==> config.mk <==
export PLATFORM = sky130hd
export DESIGN_NAME = uart_baud_gen
export DESIGN_NICKNAME = d
export VERILOG_FILES = /design/src/rtl/uart_pkg.sv /design/src/rtl/uart_baud_presc.sv /design/src/rtl/uart_baud_gen.sv
export SDC_FILE = /design/constraint.sdc
export NUM_CORES = 1
export LEC_CHECK = 0
export CORE_MARGIN = 2
export CORE_UTILIZATION = 45
export DETAILED_ROUTE_END_ITERATION = 10
export PLACE_DENSITY = 0.68
export RECOVER_POWER = 25
export SLEW_MARGIN = 20
export SYNTH_ARGS = -nofsm -noshare
export SYNTH_HDL_FRONTEND = slang
export SYNTH_SLANG_ARGS = --single-unit
==> constraint.sdc <==
create_clock -name clk_in -period 4.6 [get_ports clk_in]
set_clock_uncertainty 0.1 [all_clocks]
set_input_delay 0.92 -clock clk_in [delete_from_list [all_inputs] [get_ports clk_in]]
set_output_delay 0.92 -clock clk_in [all_outputs]
set_load 0.02 [all_outputs]
==> src/rtl/uart_pkg.sv <==
// Shared UART defaults and baud divisor types.
package uart_pkg;

    localparam int unsigned UART_DIV_W  = 16;
    localparam int unsigned UART_FRAC_W = 4;
    localparam int unsigned UART_OSR    = 16;

    typedef logic [UART_DIV_W-1:0]  baud_div_t;
    typedef logic [UART_FRAC_W-1:0] baud_frac_t;

endpackage

==> src/rtl/uart_baud_presc.sv <==
// Baud prescaler: divides clk_in into single-cycle tick_rx strobes.
// With UART_BAUD_FRAC_EN defined, a fractional accumulator stretches some periods by one cycle.
module uart_baud_presc #(
    parameter int unsigned DIV_W  = 16,
    parameter int unsigned FRAC_W = 4
) (
    input  logic              clk_in,
    input  logic              rst_n,
    input  logic              en,
    input  logic [DIV_W-1:0]  div_int,
    input  logic [FRAC_W-1:0] div_frac,
    input  logic              clr_acc,
    output logic              tick_rx
);

    logic [DIV_W-1:0] pcnt_q;
    logic [DIV_W-1:0] last;
    logic             tick_q;
    logic             carry;
    logic             wrap;

`ifdef UART_BAUD_FRAC_EN
    logic [FRAC_W-1:0] acc_q;
    logic              carry_q;

    // A freshly applied divisor must not inherit the previous divisor's carry.
    assign carry = carry_q & ~clr_acc;

    always_ff @(posedge clk_in or negedge rst_n) begin
        if (!rst_n) begin
            acc_q   <= '0;
            carry_q <= 1'b0;
        end else if (!en || clr_acc) begin
            acc_q   <= '0;
            carry_q <= 1'b0;
        end else if (wrap) begin
            {carry_q, acc_q} <= {1'b0, acc_q} + {1'b0, div_frac};
        end
    end
`else
    logic unused_frac;
    assign unused_frac = ^{div_frac, clr_acc};
    assign carry       = 1'b0;
`endif

    always_comb begin
        last = (div_int > DIV_W'(1)) ? div_int - DIV_W'(1) : '0;
        last = last + DIV_W'(carry);
        wrap = (pcnt_q >= last);
    end

    always_ff @(posedge clk_in or negedge rst_n) begin
        if (!rst_n) begin
            pcnt_q <= '0;
            tick_q <= 1'b0;
        end else if (!en) begin
            pcnt_q <= '0;
            tick_q <= 1'b0;
        end else if (wrap) begin
            pcnt_q <= '0;
            tick_q <= 1'b1;
        end else begin
            pcnt_q <= pcnt_q + DIV_W'(1);
            tick_q <= 1'b0;
        end
    end

    assign tick_rx = tick_q;

endmodule

==> src/rtl/uart_baud_gen.sv <==
// UART baud generator: tick_rx / sample_mid / tick_tx strobes with a shadowed runtime divisor.
// Optional fractional divisor enabled by defining UART_BAUD_FRAC_EN.
module uart_baud_gen
    import uart_pkg::*;
#(
    parameter int unsigned DIV_W     = UART_DIV_W,
    parameter int unsigned FRAC_W    = UART_FRAC_W,
    parameter int unsigned OSR       = UART_OSR,
    parameter int unsigned RESET_DIV = 50
) (
    input  logic                   clk_in,
    input  logic                   rst_n,
    input  logic                   en,
    input  logic                   div_wr,
    input  logic [DIV_W-1:0]       div_int,
    input  logic [FRAC_W-1:0]      div_frac,
    output logic                   div_ack,
    output logic                   div_pend,
    output logic                   tick_rx,
    output logic                   sample_mid,
    output logic                   tick_tx,
    output logic [$clog2(OSR)-1:0] osr_cnt
);

    localparam int unsigned      OSR_W   = $clog2(OSR);
    localparam logic [OSR_W-1:0] MID_PH  = OSR_W'(OSR / 2 - 1);
    localparam logic [OSR_W-1:0] LAST_PH = OSR_W'(OSR - 1);

    logic [DIV_W-1:0]  act_int_q, shd_int_q, eff_int;
    logic [FRAC_W-1:0] act_frac_q, shd_frac_q, eff_frac;
    logic              pend_q, ack_q, apply, tick;
    logic [OSR_W-1:0]  osr_q;

    // Apply points: every cycle while disabled, otherwise only the bit boundary.
    // A write landing on an apply point bypasses the shadow.
    always_comb begin
        apply    = (!en || tick_tx) && (pend_q || div_wr);
        eff_int  = act_int_q;
        eff_frac = act_frac_q;
        if (apply && div_wr) begin
            eff_int  = div_int;
            eff_frac = div_frac;
        end else if (apply) begin
            eff_int  = shd_int_q;
            eff_frac = shd_frac_q;
        end
    end

    always_ff @(posedge clk_in or negedge rst_n) begin
        if (!rst_n) begin
            act_int_q  <= DIV_W'(RESET_DIV);
            act_frac_q <= '0;
            shd_int_q  <= DIV_W'(RESET_DIV);
            shd_frac_q <= '0;
            pend_q     <= 1'b0;
            ack_q      <= 1'b0;
        end else begin
            act_int_q  <= eff_int;
            act_frac_q <= eff_frac;
            ack_q      <= apply;
            if (div_wr) begin
                shd_int_q  <= div_int;
                shd_frac_q <= div_frac;
            end
            if (apply) begin
                pend_q <= 1'b0;
            end else if (div_wr) begin
                pend_q <= 1'b1;
            end
        end
    end

    uart_baud_presc #(
        .DIV_W  (DIV_W),
        .FRAC_W (FRAC_W)
    ) u_presc (
        .clk_in   (clk_in),
        .rst_n    (rst_n),
        .en       (en),
        .div_int  (eff_int),
        .div_frac (eff_frac),
        .clr_acc  (apply),
        .tick_rx  (tick)
    );

    always_ff @(posedge clk_in or negedge rst_n) begin
        if (!rst_n) begin
            osr_q <= '0;
        end else if (!en) begin
            osr_q <= '0;
        end else if (tick) begin
            osr_q <= osr_q + OSR_W'(1);
        end
    end

    assign tick_rx    = tick;
    assign sample_mid = tick && (osr_q == MID_PH);
    assign tick_tx    = tick && (osr_q == LAST_PH);
    assign osr_cnt    = osr_q;
    assign div_ack    = ack_q;
    assign div_pend   = pend_q;

endmodule

---- After elaboration in Yosys (flattened, before gate mapping) ----
Cells that the tools add are included.
operators by class
  shift-type cells ........................ 0
  $add $sub $neg .......................... 3
  mux-type cells .......................... 11
  eq/ne operators ......................... 3
  magnitude comparators ................... 2
  reductions and logical operators ........ 8
  multipliers ............................. 0
  divide/modulo/power cells ............... 0
  bitwise logic cells ..................... 0
operator list
  operator                                                        count
  2-to-1 mux 16 bit                                               5
  adder 16 x 1 -> 16 bit, second input constant                   1
  >= comparator 16 bit                                            1
  greater-than comparator 16 x 1 -> 1 bit, second input constant  1
  subtractor 16 x 1 -> 16 bit, second input constant              1
  2-to-1 mux 4 bit                                                2
  adder 4 x 1 -> 4 bit, second input constant                     1
  == test 4 x 3 -> 1 bit, second input constant                   1
  == test 4 bit, second input constant                            1
  logical AND 1 bit                                               4
  2-to-1 mux 1 bit                                                4
  logical OR 1 bit                                                2
  inequality test 2 x 1 -> 1 bit, second input constant           1
  nonzero test 2 bit                                              1
  zero test 1 bit                                                 1
word-level totals
  bits of input ports ..................... 24
  register bits ........................... 55
  memories ................................ 0
  RAM bits ................................ 0
  bits in read-only memories .............. 0
  output and inout port bits .............. 9
  bits in latches ......................... 0
  logic and storage cells ................. 34

---- Logic depth before layout (Yosys ltp) ----
  depth in word-level cells ............... 11
  gate-level depth with buffers ........... 22
  mapped depth without buffers ............ 19

---- Hierarchy ----
Synthesis repeated with hierarchy kept, for this count alone.
second synthesis, totals
  cell total of the unflattened synthesis .. 429
  area total of the unflattened synthesis .. 3858.7 sq um
modules (own cells, without submodules)
  module           cells each  seq. area each (sq um)  area each (sq um)  times used
  uart_baud_gen    245         1158.6                  2248.4             1
  uart_baud_presc  184         425.4                   1610.3             1

---- Worst setup path before layout ----
OpenSTA, ideal clock, no wires.
  kind .................................... input port to flip-flop
  start ................................... in div_wr
  end ..................................... reg u_presc.pcnt_q[10]
  setup time .............................. 0.072 ns
  stages .................................. 19
  buffers on the path ..................... 4
  data required time ...................... 4.428 ns
  slack ................................... -0.312 ns
  arrival time ............................ 4.740 ns
  path through ............................ buf_2 clkbuf_1 buf_1 nor3b_1 a211o_1 inv_1 ha_1 nor2_1 nor4b_1 a21oi_1 ha_1 nand2b_1 a21o_1 a21o_1 a211o_1 a211oi_1 o211ai_1 clkbuf_1 nor2_1
between the ends
  word-level cells in the longest chain between the ends .. 9
  elaborated cells between the ends (all ways) .. 11
  those cells by class .................... add/sub: 1; order compare: 2; mux: 5; reduce/logical: 3
RTL lines
  element                                                                                        line                                      RTL
  start, declared                                                                                uart_baud_gen.sv:14                       input logic div_wr,
  logical OR 1 bit                                                                               uart_baud_gen.sv:37                       apply = (!en || tick_tx) && (pend_q || div_wr);
  logical AND 1 bit                                                                              uart_baud_gen.sv:37
  2-to-1 mux 16 bit / logical AND 1 bit (equally long branches)                                  uart_baud_gen.sv:43, uart_baud_gen.sv:40
  2-to-1 mux 16 bit *                                                                            uart_baud_gen.sv:40                       if (apply && div_wr) begin
  net eff_int[1]                                                                                 uart_baud_gen.sv:29                       logic [DIV_W-1:0] act_int_q, shd_int_q, eff_int;
  subtractor 16 x 1 -> 16 bit / greater-than comparator 16 x 1 -> 1 bit (equally long branches)  uart_baud_presc.sv:47                     last = (div_int > DIV_W'(1)) ? div_int - DIV_W'(1) : '0;
  2-to-1 mux 16 bit *                                                                            uart_baud_presc.sv:47
  >= comparator 16 bit *                                                                         uart_baud_presc.sv:49                     wrap = (pcnt_q >= last);
  2-to-1 mux 16 bit *                                                                            uart_baud_presc.sv:59                     end else if (wrap) begin
  2-to-1 mux 16 bit *                                                                            uart_baud_presc.sv:56                     end else if (!en) begin
  end signal, assigned                                                                           uart_baud_presc.sv:63                     pcnt_q <= pcnt_q + DIV_W'(1);
  end, declared                                                                                  uart_baud_presc.sv:16                     logic [DIV_W-1:0] pcnt_q;
Mark *: on every way through the listed nets, which the timed path passes. The rest lies on a longest branch.
A chain may end at the register's enable or synchronous reset.

---- Final worst setup path ----
  start ................................... in div_int[10]
  end ..................................... reg u_presc.pcnt_q[5]
between the ends
  word-level cells in the longest chain between the ends .. 6
  elaborated cells between the ends (all ways) .. 7
  those cells by class .................... add/sub: 1; order compare: 2; mux: 4
RTL lines
  element                                                                                        line                   RTL
  start, declared                                                                                uart_baud_gen.sv:15    input logic [DIV_W-1:0] div_int,
  2-to-1 mux 16 bit *                                                                            uart_baud_gen.sv:40
  net eff_int[10]                                                                                uart_baud_gen.sv:29
  subtractor 16 x 1 -> 16 bit / greater-than comparator 16 x 1 -> 1 bit (equally long branches)  uart_baud_presc.sv:47
  2-to-1 mux 16 bit *                                                                            uart_baud_presc.sv:47
  >= comparator 16 bit *                                                                         uart_baud_presc.sv:49
  2-to-1 mux 16 bit *                                                                            uart_baud_presc.sv:59
  2-to-1 mux 16 bit *                                                                            uart_baud_presc.sv:56
Marks and branches as above.

==> results.cfg <==
[placement]
dp_hpwl_mm = 5.303
dpl.cell_count = 515
place_congestion = 0.7924
postPlaceCellArea_sq_um = 3973
portBuffers = 28

[synth]
avgSynthCellArea_sq_um = 9.161
async_flop_share_pct = 100.0
seq_area_frac_synth_pct = 41.50
ys_warn_count = 0
yosysTopAreaCell = dfrtp_1
syn_inst = 364
synth-simple-area-share_pct = 23.83
synth-compound-area-share_pct = 14.56
synth_top_family_by_area = simple AND/OR/NAND/NOR gates
ys.flop_type = dfrtp_1
synth-adder-area-share_pct = 7.505
synthDistinctLibCells = 45
synth_nets = 408
synth_edf_count = 0
synth_top_area_share_pct = 36.77
syn_area_sq_um = 3334
ys_top_cells_by_area = dfrtp_1 37%, ha_1 7.5%, dfstp_2 4.7%, nand2_1 4.4%, nor2_1 4.1%
synth_xor_area_share_pct = 6.304
synth.area.mux_share_pct = 1.201
ys_ff_latch = 55

[sta]
rsz0062_at_grt = false
holdWs_ns = 0.3757
worst_pin_slew_ns = 1.429
min_period_over_period_pct = 94.37
fmax_mhz = 230.4
min_period_ns = 4.341
setup_viol = 0
setup_tns_ns = 0
drv_slew = 0
maxSlewHeadroom_pct = 4.731
hold_viol_final = 0

[critical_path]
worst-setup-path-type = primary input to register
arrival_ns = 4.48
r2r_end = u_presc.pcnt_q[5]$_DFF_PN0_
cp-end-kind = register
cp.required_ns = 4.74
crit_path_end = u_presc.pcnt_q[5]$_DFF_PN0_
crit_start = div_int[10]
ff2ff_setup_slack_ns = 0.38
crit_fanout = 16
rr_worst_depth = 17
cp-start-kind = primary input
r2r_start = osr_cnt[1]$_DFFE_PN0P_

[final_layout]
drive_gt1_share_pct = 18.89
nNetsFinal = 477
final_cells = 533
syn2layout_area_growth_pct = 25.85
diodes = 0
final_cell_area_sq_um = 4197

[floorplanning]
dieHeight_um = 90.08
start_util_pct = 46.22
die_x_um = 90.08
row_count = 31
dieArea_sq_um = 8114
io_pins = 33
coreArea_sq_um = 7214

[pwr]
p_per_area_nw_per_um2 = 276.4
power_mw = 1.160
peakVddDrop_v = 0.0001126
total_leakage_power_nw = 1.967

[clock_tree]
cts_buffers = 5
cts-htree-levels = 2
hold_buffers = 0
clock-sinks = 55
cts_root_buf = clkbuf_8
clk_pin_slew_ns = 0.10
tritoncts = built
clk_latency_ns = 0.31
cts.path.max_buffers = 2

[global_routing]
grt_pass1_wl_mm = 12.76
grt_max_degree = 31
grt_overflow = 0
antenna_found_initial = 0
first_global_vias = 2760
grt_usage_pct = 18.74

[drt]
detail_route.wl_per_cell_um = 13.78
drc = 0
drtPass1Iterations = 4
dr.first_iter.drc_count = 100
antenna_left = 0
postRouteWirelength_mm = 7.347
routed_via_density = 5.178
num_vias = 2760

[min_path]
hold_class = register to register

[run_status]
status = complete, no violations

[run]
drv_cap = 0
cells in the mapped netlist, types with 2 or more instances:
cell and number:
a211o_1 14, a211oi_1 2, a21o_1 5, a21oi_1 10, a22oi_1 12, and2_1 4, and3_1 2, buf_2 7
clkbuf_1 9, dfrtp_1 49, dfstp_2 6, ha_1 20, inv_1 23, mux2i_1 4, nand2_1 39, nand2b_1 3
nand3_1 11, nand3b_1 14, nand4_1 5, nor2_1 36, nor2b_1 4, nor3_1 2, nor3b_1 15, nor4_1 5
o21a_1 2, o21ai_0 19, or4_4 2, xnor2_1 11, xor2_1 13
logic make-up (layout without fill, tap and decap cells):
family,after synthesis,in the layout
fa+ha+maj,20,20
buf+inv,41,111
simple gates,148,148
mux,4,4
xor+xnor,24,24
flops,55,55
compound gates,72,72
per-layer routing:
layer | vias up | global-route usage [%] | routed length (um)
met4 | 0 | 3.590 | 63
met3 | 5 | 3.604 | 256
met2 | 37 | 31.70 | 3508
li1 | 1404 | - | -
met1 | 1314 | 25.30 | 3518
met5 | - | 0 | 0
layout make-up:
class	count	area [sq um]
repair buffers	80	671.9
inverters	23	86.33
fillers	650	3018
multi-input cells	268	1846
well taps	99	123.9
clock inverters	2	12.51
clock buffers	6	72.57
flip-flops and latches	55	1384
how the worst min path moves through the flow:
stage                                   from                       end  slack [ns]  cells after the start
floorplan           shd_int_q[1]$_DFFE_PN1P_  shd_int_q[1]$_DFFE_PN1P_        0.35                      2
global placement    shd_int_q[4]$_DFFE_PN1P_  shd_int_q[4]$_DFFE_PN1P_        0.36                      2
detailed placement  shd_int_q[5]$_DFFE_PN1P_  shd_int_q[5]$_DFFE_PN1P_        0.36                      2
CTS                 shd_int_q[5]$_DFFE_PN1P_  shd_int_q[5]$_DFFE_PN1P_        0.38                      2
global route        shd_int_q[1]$_DFFE_PN1P_  shd_int_q[1]$_DFFE_PN1P_        0.40                      2
finish              shd_int_q[1]$_DFFE_PN1P_  shd_int_q[1]$_DFFE_PN1P_        0.38                      2
power by group:
group / internal [mW] / switching, mW / leakage [nW]
clock: 0.107 / 0.160 / 0.0412
combinational: 0.172 / 0.171 / 1.23
sequential: 0.527 / 0.0232 / 0.694
registers in the layout (all words and copies together), names as in the netlist:
name and cells:
act_int_q 16, shd_int_q 16, u_presc.pcnt_q 16, osr_cnt 4
div_ack 1, div_pend 1, u_presc.tick_rx 1
cell usage in the layout, fill, tap and decap left out, types with 5 or more instances in the layout:
cell / n
xnor2_1: 11
nand4_1: 5
dfstp_2: 6
clkbuf_8: 5
a21o_1: 5
nand3b_1: 14
inv_1: 23
clkdlybuf4s50_1: 22
nand2_1: 39
a211o_1: 14
a21oi_1: 9
nor3b_1: 15
nand3_1: 11
buf_4: 50
nor2_1: 36
xor2_1: 13
o21ai_0: 18
dfrtp_1: 49
ha_1: 19
a22oi_1: 12
through the flow:
stage | util [%] | setup WS, ns
final | 58.17 | 0.2591
after floorplan | - | 0.01318
after global routing | 58.17 | 0.03796
after global placement | 55.06 | -0.3195
after CTS | 56.59 | 0.1647
after detailed placement | 55.06 | -0.4094
critical path, stage by stage:
cell and delay, ns:
clkdlybuf4s50_1 0.40, nand2_1 0.09, a22oi_1 0.08, a211o_1 0.31, or4_4 0.58, buf_4 0.17
or4_4 0.54, nor3_2 0.19, mux2i_1 0.23, ha_1 0.28, and4_1 0.18, o21ai_1 0.09
o211ai_1 0.12, buf_4 0.20, nor2_1 0.11
repair_timing:
action                     CTS  global route
buffers inserted             1             9
setup endpoints to repair   17            17
resized for setup            4            11
pin swaps                    1             2
(Power assumes the default switching activity.)
